[src/rtl/decode_stage_if.sv]
// decode_stage_if: bundles the instruction-queue, redirect, branch-predictor
// and dispatcher signals of decode_stage.
//   slave  : the decode stage's view (consumes instructions, drives results)
//   master : the environment's view (instruction queue + dispatcher side)
// Signal names match the stage's port list so traces read against the
// block documentation directly.
interface decode_stage_if #(
  parameter int ADDR_W = 32,
  parameter int DATA_W = 32
);
  localparam int INST_TYPE_W = 6;
  localparam int REG_W       = 5;

  // instruction queue -> stage
  logic                   iq_valid_in;
  logic [DATA_W-1:0]      iq_inst_in;
  logic [ADDR_W-1:0]      iq_pc_in;
  logic                   iq_ready_out;
  logic                   iq_rst_out;
  // fetch redirect / branch-predictor query
  logic                   if_en_out;
  logic [ADDR_W-1:0]      if_addr_out;
  logic                   bp_en_out;
  logic [ADDR_W-1:0]      bp_pc_out;
  // stage -> dispatcher
  logic                   disp_valid_out;
  logic                   disp_ready_in;
  logic [INST_TYPE_W-1:0] disp_opcode_out;
  logic [REG_W-1:0]       disp_rs_out;
  logic [REG_W-1:0]       disp_rt_out;
  logic [REG_W-1:0]       disp_rd_out;
  logic [DATA_W-1:0]      disp_imm_out;
  logic [ADDR_W-1:0]      disp_pc_out;
  logic                   disp_illegal_out;

  modport slave (
    input  iq_valid_in, iq_inst_in, iq_pc_in, disp_ready_in,
    output iq_ready_out, iq_rst_out, if_en_out, if_addr_out, bp_en_out,
           bp_pc_out, disp_valid_out, disp_opcode_out, disp_rs_out,
           disp_rt_out, disp_rd_out, disp_imm_out, disp_pc_out,
           disp_illegal_out
  );

  modport master (
    output iq_valid_in, iq_inst_in, iq_pc_in, disp_ready_in,
    input  iq_ready_out, iq_rst_out, if_en_out, if_addr_out, bp_en_out,
           bp_pc_out, disp_valid_out, disp_opcode_out, disp_rs_out,
           disp_rt_out, disp_rd_out, disp_imm_out, disp_pc_out,
           disp_illegal_out
  );
endinterface

[src/rtl/decode_stage.sv]
// decode_stage: registered RV32I decoder between instruction queue and
// dispatcher. One instruction per cycle is decoded and written into a
// DEPTH-entry FIFO; the FIFO head is presented to the dispatcher.
// A JAL push raises a one-cycle fetch redirect (if_en_out/iq_rst_out) on the
// following cycle; a BRANCH push raises a one-cycle predictor query.
// Ports:
//   clk_in   : clock, rising edge
//   rst_in   : synchronous reset, active high (beats rdy_in and flush_in)
//   rdy_in   : global enable; low freezes all state and masks pulses
//   flush_in : commit-side flush, empties the FIFO and drops pending pulses
//   bus      : decode_stage_if.slave (queue, redirect, predictor, dispatcher)
// Opcode encoding (disp_opcode_out):
//   0 NOP  1 LUI  2 AUIPC 3 JAL  4 JALR  5 BEQ  6 BNE  7 BLT  8 BGE  9 BLTU
//  10 BGEU 11 LB 12 LH 13 LW 14 LBU 15 LHU 16 SB 17 SH 18 SW 19 ADDI
//  20 SLTI 21 SLTIU 22 XORI 23 ORI 24 ANDI 25 SLLI 26 SRLI 27 SRAI 28 ADD
//  29 SUB 30 SLL 31 SLT 32 SLTU 33 XOR 34 SRL 35 SRA 36 OR 37 AND
// ADDR_W must not exceed DATA_W (the JAL target uses the low ADDR_W bits of
// the immediate) and DATA_W must be at least 32.
module decode_stage #(
  parameter int DEPTH  = 2,
  parameter int ADDR_W = 32,
  parameter int DATA_W = 32
) (
  input  logic           clk_in,
  input  logic           rst_in,
  input  logic           rdy_in,
  input  logic           flush_in,
  decode_stage_if.slave  bus
);
  localparam int PTR_W = $clog2(DEPTH);
  localparam int CNT_W = PTR_W + 1;
  localparam int OP_W  = 6;
  localparam int REG_W = 5;

  typedef enum logic [OP_W-1:0] {
    OP_NOP  = 6'd0,  OP_LUI  = 6'd1,  OP_AUIPC = 6'd2,  OP_JAL  = 6'd3,
    OP_JALR = 6'd4,  OP_BEQ  = 6'd5,  OP_BNE   = 6'd6,  OP_BLT  = 6'd7,
    OP_BGE  = 6'd8,  OP_BLTU = 6'd9,  OP_BGEU  = 6'd10, OP_LB   = 6'd11,
    OP_LH   = 6'd12, OP_LW   = 6'd13, OP_LBU   = 6'd14, OP_LHU  = 6'd15,
    OP_SB   = 6'd16, OP_SH   = 6'd17, OP_SW    = 6'd18, OP_ADDI = 6'd19,
    OP_SLTI = 6'd20, OP_SLTIU= 6'd21, OP_XORI  = 6'd22, OP_ORI  = 6'd23,
    OP_ANDI = 6'd24, OP_SLLI = 6'd25, OP_SRLI  = 6'd26, OP_SRAI = 6'd27,
    OP_ADD  = 6'd28, OP_SUB  = 6'd29, OP_SLL   = 6'd30, OP_SLT  = 6'd31,
    OP_SLTU = 6'd32, OP_XOR  = 6'd33, OP_SRL   = 6'd34, OP_SRA  = 6'd35,
    OP_OR   = 6'd36, OP_AND  = 6'd37
  } inst_type_e;

  typedef struct packed {
    inst_type_e        op;
    logic [REG_W-1:0]  rs;
    logic [REG_W-1:0]  rt;
    logic [REG_W-1:0]  rd;
    logic [DATA_W-1:0] imm;
    logic [ADDR_W-1:0] pc;
    logic              illegal;
  } entry_t;

  // ---------------------------------------------------------------------
  // Combinational decode of the offered instruction
  // ---------------------------------------------------------------------
  logic [DATA_W-1:0] inst;
  logic [6:0]        major;
  logic [2:0]        f3;
  logic              b30;
  logic [REG_W-1:0]  rs1, rs2, rdf;
  logic [DATA_W-1:0] imm_i, imm_s, imm_b, imm_j, imm_u, imm_sh;

  assign inst   = bus.iq_inst_in;
  assign major  = inst[6:0];
  assign f3     = inst[14:12];
  assign b30    = inst[30];
  assign rs1    = inst[19:15];
  assign rs2    = inst[24:20];
  assign rdf    = inst[11:7];
  assign imm_i  = {{(DATA_W-12){inst[31]}}, inst[31:20]};
  assign imm_s  = {{(DATA_W-12){inst[31]}}, inst[31:25], inst[11:7]};
  assign imm_b  = {{(DATA_W-12){inst[31]}}, inst[7], inst[30:25], inst[11:8], 1'b0};
  assign imm_j  = {{(DATA_W-20){inst[31]}}, inst[19:12], inst[20], inst[30:21], 1'b0};
  assign imm_u  = DATA_W'({inst[31:12], 12'b0});
  assign imm_sh = DATA_W'(inst[24:20]);

  entry_t dec;
  logic   dec_jal, dec_br, bad;

  always_comb begin
    dec      = '0;
    dec.pc   = bus.iq_pc_in;
    dec_jal  = 1'b0;
    dec_br   = 1'b0;
    bad      = 1'b0;
    case (major)
      7'h33: begin
        dec.rs = rs1; dec.rt = rs2; dec.rd = rdf;
        case (f3)
          3'd0: dec.op = b30 ? OP_SUB : OP_ADD;
          3'd1: dec.op = OP_SLL;
          3'd2: dec.op = OP_SLT;
          3'd3: dec.op = OP_SLTU;
          3'd4: dec.op = OP_XOR;
          3'd5: dec.op = b30 ? OP_SRA : OP_SRL;
          3'd6: dec.op = OP_OR;
          default: dec.op = OP_AND;
        endcase
      end
      7'h13: begin
        dec.rs = rs1; dec.rd = rdf; dec.imm = imm_i;
        case (f3)
          3'd0: dec.op = OP_ADDI;
          3'd1: begin dec.op = OP_SLLI; dec.imm = imm_sh; end
          3'd2: dec.op = OP_SLTI;
          3'd3: dec.op = OP_SLTIU;
          3'd4: dec.op = OP_XORI;
          3'd5: begin dec.op = b30 ? OP_SRAI : OP_SRLI; dec.imm = imm_sh; end
          3'd6: dec.op = OP_ORI;
          default: dec.op = OP_ANDI;
        endcase
      end
      7'h03: begin
        dec.rs = rs1; dec.rd = rdf; dec.imm = imm_i;
        case (f3)
          3'd0: dec.op = OP_LB;
          3'd1: dec.op = OP_LH;
          3'd2: dec.op = OP_LW;
          3'd4: dec.op = OP_LBU;
          3'd5: dec.op = OP_LHU;
          default: bad = 1'b1;
        endcase
      end
      7'h23: begin
        dec.rs = rs1; dec.rt = rs2; dec.imm = imm_s;
        case (f3)
          3'd0: dec.op = OP_SB;
          3'd1: dec.op = OP_SH;
          3'd2: dec.op = OP_SW;
          default: bad = 1'b1;
        endcase
      end
      7'h63: begin
        dec.rs = rs1; dec.rt = rs2; dec.imm = imm_b; dec_br = 1'b1;
        case (f3)
          3'd0: dec.op = OP_BEQ;
          3'd1: dec.op = OP_BNE;
          3'd4: dec.op = OP_BLT;
          3'd5: dec.op = OP_BGE;
          3'd6: dec.op = OP_BLTU;
          3'd7: dec.op = OP_BGEU;
          default: bad = 1'b1;
        endcase
      end
      7'h6F: begin
        dec.op = OP_JAL; dec.rd = rdf; dec.imm = imm_j; dec_jal = 1'b1;
      end
      7'h67: begin
        dec.op = OP_JALR; dec.rs = rs1; dec.rd = rdf; dec.imm = imm_i;
      end
      7'h17: begin dec.op = OP_AUIPC; dec.rd = rdf; dec.imm = imm_u; end
      7'h37: begin dec.op = OP_LUI;   dec.rd = rdf; dec.imm = imm_u; end
      default: bad = 1'b1;
    endcase
    // Illegal encodings collapse to a bare NOP carrying only its pc and the
    // illegal flag, and never raise a redirect or predictor query.
    if (bad) begin
      dec         = '0;
      dec.pc      = bus.iq_pc_in;
      dec.illegal = 1'b1;
      dec_br      = 1'b0;
    end
  end

  logic [ADDR_W-1:0] jal_tgt;
  assign jal_tgt = bus.iq_pc_in + imm_j[ADDR_W-1:0];

  // ---------------------------------------------------------------------
  // Output FIFO
  // ---------------------------------------------------------------------
  entry_t            mem [DEPTH];
  logic [PTR_W-1:0]  wptr, rptr;
  logic [CNT_W-1:0]  cnt;
  logic              push, pop, head_vld;
  entry_t            head;

  // Ready looks only at the registered count: a full FIFO refuses a push
  // even when the dispatcher is popping in the same cycle.
  assign bus.iq_ready_out = (cnt != CNT_W'(DEPTH)) && !flush_in && rdy_in;
  assign push     = bus.iq_valid_in && bus.iq_ready_out;
  assign head_vld = (cnt != '0);
  assign pop      = head_vld && bus.disp_ready_in && rdy_in && !flush_in;
  // Empty FIFO presents an all-zero entry (NOP) rather than stale storage.
  assign head     = head_vld ? mem[rptr] : '0;

  always_ff @(posedge clk_in) begin
    if (push && !rst_in) mem[wptr] <= dec;
  end

  // Redirect / query pulses, registered one cycle after the push.
  logic              if_en_q, bp_en_q;
  logic [ADDR_W-1:0] if_addr_q, bp_pc_q;

  always_ff @(posedge clk_in) begin
    if (rst_in) begin
      cnt       <= '0;
      wptr      <= '0;
      rptr      <= '0;
      if_en_q   <= 1'b0;
      bp_en_q   <= 1'b0;
      if_addr_q <= '0;
      bp_pc_q   <= '0;
    end else if (rdy_in) begin
      if (flush_in) begin
        cnt     <= '0;
        wptr    <= '0;
        rptr    <= '0;
        if_en_q <= 1'b0;
        bp_en_q <= 1'b0;
      end else begin
        if (push) wptr <= wptr + PTR_W'(1);
        if (pop)  rptr <= rptr + PTR_W'(1);
        case ({push, pop})
          2'b10:   cnt <= cnt + CNT_W'(1);
          2'b01:   cnt <= cnt - CNT_W'(1);
          default: cnt <= cnt;
        endcase
        if_en_q <= push && dec_jal;
        bp_en_q <= push && dec_br;
        if (push && dec_jal) if_addr_q <= jal_tgt;
        if (push && dec_br)  bp_pc_q   <= bus.iq_pc_in;
      end
    end
  end

  // A pulse held across a rdy_in=0 stall stays hidden until rdy_in returns.
  assign bus.if_en_out  = if_en_q && rdy_in;
  assign bus.iq_rst_out = if_en_q && rdy_in;
  assign bus.bp_en_out  = bp_en_q && rdy_in;
  assign bus.if_addr_out = if_addr_q;
  assign bus.bp_pc_out   = bp_pc_q;

  assign bus.disp_valid_out   = head_vld;
  assign bus.disp_opcode_out  = head.op;
  assign bus.disp_rs_out      = head.rs;
  assign bus.disp_rt_out      = head.rt;
  assign bus.disp_rd_out      = head.rd;
  assign bus.disp_imm_out     = head.imm;
  assign bus.disp_pc_out      = head.pc;
  assign bus.disp_illegal_out = head.illegal;
endmodule

[src/flat_wrapper.sv]
// flat-port wrapper written by rule: the top's interface ports become plain ports
module decode_stage_flat 
#(
  parameter int DEPTH  = 2,
  parameter int ADDR_W = 32,
  parameter int DATA_W = 32
)
  (clk_in, rst_in, rdy_in, flush_in, bus_iq_valid_in, bus_iq_inst_in, bus_iq_pc_in, bus_disp_ready_in, bus_iq_ready_out, bus_iq_rst_out, bus_if_en_out, bus_if_addr_out, bus_bp_en_out, bus_bp_pc_out, bus_disp_valid_out, bus_disp_opcode_out, bus_disp_rs_out, bus_disp_rt_out, bus_disp_rd_out, bus_disp_imm_out, bus_disp_pc_out, bus_disp_illegal_out);
  decode_stage_if #(.ADDR_W(ADDR_W), .DATA_W(DATA_W)) bus_i ();
  input  logic clk_in;
  input  logic rst_in;
  input  logic rdy_in;
  input  logic flush_in;
  input wire logic [$bits(bus_i.iq_valid_in)-1:0] bus_iq_valid_in;
  input wire logic [$bits(bus_i.iq_inst_in)-1:0] bus_iq_inst_in;
  input wire logic [$bits(bus_i.iq_pc_in)-1:0] bus_iq_pc_in;
  input wire logic [$bits(bus_i.disp_ready_in)-1:0] bus_disp_ready_in;
  output wire logic [$bits(bus_i.iq_ready_out)-1:0] bus_iq_ready_out;
  output wire logic [$bits(bus_i.iq_rst_out)-1:0] bus_iq_rst_out;
  output wire logic [$bits(bus_i.if_en_out)-1:0] bus_if_en_out;
  output wire logic [$bits(bus_i.if_addr_out)-1:0] bus_if_addr_out;
  output wire logic [$bits(bus_i.bp_en_out)-1:0] bus_bp_en_out;
  output wire logic [$bits(bus_i.bp_pc_out)-1:0] bus_bp_pc_out;
  output wire logic [$bits(bus_i.disp_valid_out)-1:0] bus_disp_valid_out;
  output wire logic [$bits(bus_i.disp_opcode_out)-1:0] bus_disp_opcode_out;
  output wire logic [$bits(bus_i.disp_rs_out)-1:0] bus_disp_rs_out;
  output wire logic [$bits(bus_i.disp_rt_out)-1:0] bus_disp_rt_out;
  output wire logic [$bits(bus_i.disp_rd_out)-1:0] bus_disp_rd_out;
  output wire logic [$bits(bus_i.disp_imm_out)-1:0] bus_disp_imm_out;
  output wire logic [$bits(bus_i.disp_pc_out)-1:0] bus_disp_pc_out;
  output wire logic [$bits(bus_i.disp_illegal_out)-1:0] bus_disp_illegal_out;
  assign bus_i.iq_valid_in = bus_iq_valid_in;
  assign bus_i.iq_inst_in = bus_iq_inst_in;
  assign bus_i.iq_pc_in = bus_iq_pc_in;
  assign bus_i.disp_ready_in = bus_disp_ready_in;
  assign bus_iq_ready_out = bus_i.iq_ready_out;
  assign bus_iq_rst_out = bus_i.iq_rst_out;
  assign bus_if_en_out = bus_i.if_en_out;
  assign bus_if_addr_out = bus_i.if_addr_out;
  assign bus_bp_en_out = bus_i.bp_en_out;
  assign bus_bp_pc_out = bus_i.bp_pc_out;
  assign bus_disp_valid_out = bus_i.disp_valid_out;
  assign bus_disp_opcode_out = bus_i.disp_opcode_out;
  assign bus_disp_rs_out = bus_i.disp_rs_out;
  assign bus_disp_rt_out = bus_i.disp_rt_out;
  assign bus_disp_rd_out = bus_i.disp_rd_out;
  assign bus_disp_imm_out = bus_i.disp_imm_out;
  assign bus_disp_pc_out = bus_i.disp_pc_out;
  assign bus_disp_illegal_out = bus_i.disp_illegal_out;
  decode_stage #(.DEPTH(DEPTH), .ADDR_W(ADDR_W), .DATA_W(DATA_W)) u_core (.clk_in(clk_in), .rst_in(rst_in), .rdy_in(rdy_in), .flush_in(flush_in), .bus(bus_i));
endmodule
[config.mk]
export PLATFORM = sky130hd
export DESIGN_NAME = decode_stage_flat
export DESIGN_NICKNAME = d
export VERILOG_FILES = /design/src/rtl/decode_stage_if.sv /design/src/rtl/decode_stage.sv /design/src/flat_wrapper.sv
export SDC_FILE = /design/constraint.sdc
export NUM_CORES = 1
export LEC_CHECK = 0
export CAP_MARGIN = 20
export CORE_UTILIZATION = 40
export DETAILED_ROUTE_END_ITERATION = 10
export DONT_BUFFER_PORTS = 1
export SYNTH_ARGS = -nofsm -noshare
export SYNTH_HDL_FRONTEND = slang
export SYNTH_SLANG_ARGS = --single-unit
[constraint.sdc]
create_clock -name clk_in -period 9.8 [get_ports clk_in]
set_input_delay 2.45 -clock clk_in [delete_from_list [all_inputs] [get_ports clk_in]]
set_output_delay 2.45 -clock clk_in [all_outputs]
set_load 0.02 [all_outputs]
==> flow_metrics.tcl, run 1 <==
set metrics [dict create \
    min_path_cells 2 \
    synth_seq_cells 243 \
    ir_drop_v 0.000119 \
    rrSetupSlack_ps 6710 \
    ys_warn_count 0 \
    finalWirelength_um 30300 \
    drc 0 \
    wl_per_cell_um 20.3 \
    cts_htree_levels 1 \
    crit_arrival_ps 2940 \
    setup_violations 0 \
    start_util 0.406 \
    core_area_um2 28600 \
    antenna_found_initial 0 \
    cp.buffers_inverters 0 \
    rr_worst_depth 6 \
    netlist_area_um2 11600 \
    r2r-start "u_core.cnt[0]$_SDFFE_PP0P_" \
    finish.utilization 0.445 \
    maxCapViolations 0 \
    cts_buffers 26 \
    gp_congestion 0.895 \
    multi_input_area_um2 4760 \
    skew_ps 8.82 \
    postCtsSetupBuffers 0 \
    clk_latency_ps 520 \
    synth_cell_types 62 \
    slew_violations 0 \
    fin_ws_ps 4410 \
    portBuffers 0 \
    critical_path.top_delay_family "compound AO/OA/AOI/OAI gates" \
    grt.overflow.total 0 \
    area_growth_pct 9.52 \
    grt_max_degree 69 \
    die_area_um2 29800 \
    fin_crit_sh 0.550 \
    grt_pass1_vias 8055 \
    finalHoldViolCount 0 \
    synth_edf_count 172 \
    cts.clk_slew.worst_paths_ps 60 \
    cts_resized 0 \
    leakage_nw 4.27 \
    required_ps 7350 \
    crit_chain "nand2b_1 -> a21oi_2" \
    min_period_ps 5390 \
    post-dp-hpwl_um 21200 \
    nNetsFinal 1192 \
    clock_sinks 243 \
    firstDrtPassIters 5 \
    track_usage 0.201 \
    crit_type "input port to output pin" \
    preCtsSetupSlack_ps 4420 \
    cts_hold_buf 0 \
    min_path_type "flip-flop to flip-flop" \
    num_vias 8193 \
    ant_nets 0 \
    die_height_um 173 \
    final_cell_mix "nand2_1 (174), edfxtp_1 (172), nor2_1 (135), a21oi_1 (112), mux2i_1 (89)" \
    syn_avg_cell_area_um2 10.4 \
    viasPerCell 5.48 \
    holdCritStartpoint "u_core.if_en_q$_SDFFE_PP0P_" \
    path_max_fanout 5 \
    slew_headroom 0.297 \
    diodes 0 \
    clockBufferDepth 3 \
    fill_cells 2718 \
    whs_ps 463 \
    synth_fp_nets 1215 \
    synthFlopType "edfxtp_1" \
    cts_tree "yes" \
    clockRootBuffer "clkbuf_16" \
    grt_pass1_wl_um 47100 \
    hold_end "u_core.if_en_q$_SDFFE_PP0P_" \
    setup.worst_path.start_class "input port" \
    slowest_stage "a21oi_2" \
    reg2reg_to "u_core.mem[1][85]$_DFFE_PP_" \
    drt_iter0_markers 607 \
    endpoint_kind "output pin" \
    postSynthCellCount 1114 \
    power_mw 2.16 \
    worstMarginPinSlew_ps 1050 \
    power.density_nw_per_um2 169 \
    outcome "finished clean" \
    synth-async-reset-ratio 0 \
    mostFrequentLayoutCell "nand2_1" \
    rsz0062_at_grt "no" \
    rows 62 \
    slowest_delay_ps 350 \
    fin_setup_tns_ps 0 \
    fmax_mhz 186 \
    ys_seq_area_frac 0.566 \
    num_io_pins 225 \
    drive_gt1_frac 0.0549 \
    seq_area_um2 6590 \
    die_w_um 173 \
]
how the worst max path moves through the flow:
stage,start,endpoint,slack (ps),cells after the start
after floorplan,flush_in,u_core.mem[0][0]$_DFFE_PP_,210,4
after global placement,flush_in,bus_iq_ready_out,4420,2
after detailed placement,flush_in,bus_iq_ready_out,4420,2
after CTS,flush_in,bus_iq_ready_out,4420,2
after global routing,flush_in,bus_iq_ready_out,4370,2
final,flush_in,bus_iq_ready_out,4410,2
report_power, final:
part	total, mW	switching, mW	internal [mW]
sequential	1.10	0.00260	1.10
combinational	0.162	0.105	0.0579
clock	0.894	0.382	0.511
synthesized netlist by cell type (3+ instances only):
library cell,number,share of area
nand2_1,174,0.056
edfxtp_1,172,0.44
nor2_1,136,0.044
a21oi_1,112,0.048
mux2i_1,89,0.077
dfxtp_1,71,0.12
o21ai_0,45,0.019
clkbuf_1,35,0.011
ha_1,30,0.032
and2_1,22,0.012
buf_2,18,0.0077
and3_1,14,0.0075
nand3_1,13,0.0056
nor3_1,13,0.0056
xnor2_1,13,0.0098
inv_1,12,0.0039
buf_1,10,0.0032
a211oi_1,9,0.0058
a21o_1,9,0.0058
xor2_1,9,0.0068
nand4_1,8,0.0043
a22oi_1,7,0.0045
a31oi_1,6,0.0032
nand2b_1,6,0.0032
or3_1,6,0.0032
o211ai_1,5,0.0032
o21bai_1,5,0.0032
nand3b_1,4,0.0026
nor2b_1,4,0.0022
o221ai_1,4,0.0030
or2_2,4,0.0022
a311o_1,3,0.0026
nand4b_1,3,0.0023
nor3b_1,3,0.0019
o21a_1,3,0.0019
o31ai_1,3,0.0019
or4_1,3,0.0019
metal layers:
| metal | wire length [um] | vias up | global-route usage |
|---|---|---|---|
| met5 | 0 | - | 0 |
| met4 | 380 | 0 | 0.0379 |
| met3 | 2340 | 27 | 0.0561 |
| met2 | 14400 | 252 | 0.336 |
| met1 | 13200 | 3943 | 0.260 |
| li1 | - | 3971 | - |
cells by family after synthesis:
family | share of synthesized area
xor+xnor | 0.0166
flops | 0.566
fa+ha+maj | 0.0340
mux | 0.0785
simple gates | 0.163
buf+inv | 0.0268
compound gates | 0.115
area by class of cell:
| type | count | share of cell area |
|---|---|---|
| clock buffers | 39 | 0.0574 |
| clock inverters | 9 | 0.00295 |
| inverters | 12 | 0.00354 |
| multi-input cells | 795 | 0.373 |
| flip-flops and latches | 243 | 0.517 |
| well taps | 384 | 0.0377 |
| repair buffers | 13 | 0.00766 |
per-stage QoR:
| stage | std cells | instance area [um^2] |
|---|---|---|
| 6_report | 1495 | 12700 |
| 5_1_grt | 1495 | 12700 |
| 4_1_cts | 1494 | 12700 |
| 3_5_place_dp | 1446 | 12000 |
| 3_3_place_gp | 1446 | 12000 |
| 2_1_floorplan | 1114 | 11600 |
flip-flops by register name, indices dropped and copies added (netlist names), named ones only:
signal                  count
u_core.rptr                 1
u_core.mem                172
u_core.bp_en_q              1
u_core.cnt                  2
u_core.wptr                 1
u_core.if_en_q              1
u_core.bus.bp_pc_out       32
u_core.bus.if_addr_out     32
(Power assumes the default switching activity.)
==> run 2, diff against run 1 <==
clock period = 4.44 ns   (was 9.8 ns; I/O delays follow)
==> run 2 against run 1 <==
Compared with the run above:
- final cell count is 0.33% higher
- first-iteration DRC count is 0.16% higher
- total power is 130% higher
- global-route usage is 0.12 points higher
- routed wire length is 0.81% higher
- non-clock buffer count is 3 higher
- die area stayed put
- count of clock-buffer cells in the layout is 1 higher
- register-to-register slack worse by 4800 ps
- hold slack worse by 2.0 ps
- critical path depth is 1 higher
- critical endpoint is now bus_disp_pc_out[17]
- largest cell class unchanged
==> flow_metrics.tcl, run 2 (synthesized netlist as in run 1, its figures left out) <==
set metrics [dict create \
    outcome "finished clean" \
    gp_congestion 0.906 \
    area_growth_pct 11.3 \
    worstMarginPinSlew_ps 911 \
    crit_type "flip-flop to output pin" \
    drc 0 \
    critical_path.top_delay_family "flip-flops" \
    start_util 0.406 \
    cts_htree_levels 1 \
    leakage_nw 4.36 \
    place_area_um2 12100 \
    cts_buffers 27 \
    crit_chain "buf_4 -> mux2i_1 -> nor2_1" \
    grt_pass1_vias 8115 \
    slew_headroom 0.391 \
    clk_latency_ps 530 \
    num_vias 8180 \
    post-dp-hpwl_um 21700 \
    clock_sinks 243 \
    min_period_ps 3300 \
    required_ps 3330 \
    crit_arrival_ps 2190 \
    maxCapViolations 0 \
    holdCritStartpoint "u_core.bp_en_q$_SDFFE_PP0P_" \
    clockBufferDepth 3 \
    place_inst 1450 \
    rrSetupSlack_ps 1950 \
    antenna_found_initial 0 \
    grt_max_degree 69 \
    rsz0062_at_grt "no" \
    diodes 0 \
    fin_setup_tns_ps 0 \
    clockRootBuffer "clkbuf_16" \
    skew_ps 9.81 \
    fin_crit_sh 0.743 \
    multi_input_area_um2 4780 \
    slew_violations 0 \
    r2r-start "u_core.cnt[0]$_SDFFE_PP0P_" \
    largest_reg_flops 172 \
    drive_gt1_frac 0.0663 \
    ant_nets 0 \
    min_path_type "flip-flop to flip-flop" \
    grt.overflow.total 0 \
    min_path_cells 2 \
    fill_cells 2693 \
    cp.buffers_inverters 1 \
    wl_per_cell_um 20.4 \
    regMostFlops "u_core.mem" \
    viasPerCell 5.45 \
    num_io_pins 225 \
    slowest_delay_ps 670 \
    seq_area_um2 6590 \
    track_usage 0.202 \
    hold_end "u_core.bp_en_q$_SDFFE_PP0P_" \
    finalHoldViolCount 0 \
    grt_pass1_wl_um 47300 \
    rr_worst_depth 5 \
    power.density_nw_per_um2 384 \
    nNetsFinal 1196 \
    ir_drop_v 0.000263 \
    die_w_um 173 \
    firstDrtPassIters 7 \
    cts.clk_slew.worst_paths_ps 60 \
    postCtsSetupBuffers 0 \
    setup_violations 0 \
    slowest_stage "dfxtp_4" \
    rows 62 \
    mostFrequentLayoutCell "nand2_1" \
    cts_tree "yes" \
    die_area_um2 29800 \
    portBuffers 0 \
    die_height_um 173 \
    reg2reg_to "u_core.mem[1][77]$_DFFE_PP_" \
    cts_hold_buf 0 \
    setup.worst_path.start_class "flip-flop" \
    core_area_um2 28600 \
    finalWirelength_um 30600 \
    drt_iter0_markers 608 \
    fmax_mhz 303 \
    final_cell_mix "nand2_1 (173), edfxtp_1 (172), nor2_1 (134), a21oi_1 (112), mux2i_1 (89)" \
    path_max_fanout 28 \
    cts_resized 0 \
    endpoint_kind "output pin" \
    stdcell_count 1500 \
    final_area_um2 12900 \
]
==> run 2: worst max path at each step <==
stage	from	to	cells after the start	slack [ps]
global route	flip-flop	bus_disp_pc_out[17]	3	990
floorplan	flush_in	u_core.mem[1][0]$_DFFE_PP_	4	60
CTS	flip-flop	bus_disp_rs_out[2]	3	1070
detailed placement	bus_iq_pc_in[18]	u_core.bus.if_addr_out[30]$_SDFFE_PP0P_	7	1030
finish	flip-flop	bus_disp_pc_out[17]	3	1140
global placement	bus_iq_pc_in[18]	u_core.bus.if_addr_out[30]$_SDFFE_PP0P_	7	1010
==> run 2: tightest hold or removal path, stage by stage (launching register included) <==
cell and delay [ps]:
dfxtp_1 300, nand2_1 60, a21oi_1 60
==> run 2: routing by layer <==
metal / track usage / vias to the layer above / part of all wire
li1: - / 3984 / -
met1: 0.263 / 3890 / 0.44
met2: 0.334 / 268 / 0.47
met3: 0.0548 / 38 / 0.079
met4: 0.0484 / 0 / 0.018
met5: 0 / - / 0
==> run 2: where the power goes <==
part	internal [mW]	switching (mW)	total [mW]
Clock	1.29	0.878	2.17
Sequential	2.43	0.00566	2.43
Combinational	0.132	0.230	0.362
==> run 2: area by class of cell <==
| type | count | area share |
|---|---|---|
| Sequential cell | 243 | 0.509 |
| Multi-Input combinational cell | 795 | 0.369 |
| Clock buffer | 40 | 0.0584 |
| Tap cell | 384 | 0.0371 |
| Timing Repair Buffer | 16 | 0.0147 |
| Clock inverter | 10 | 0.00822 |
| Inverter | 12 | 0.00348 |
==> run 2: stage by stage <==
| stage | util | worst slack (ps) | hold slack (ps) | power (mW) |
|---|---|---|---|---|
| after floorplan | - | 56.1 | 432 | 2.78 |
| after global placement | 0.422 | 1010 | 445 | 2.84 |
| after detailed placement | 0.422 | 1030 | 452 | 2.84 |
| after CTS | 0.452 | 1070 | 460 | 5.01 |
| after global routing | 0.452 | 991 | 505 | 5.14 |
| final | 0.452 | 1140 | 461 | 4.96 |
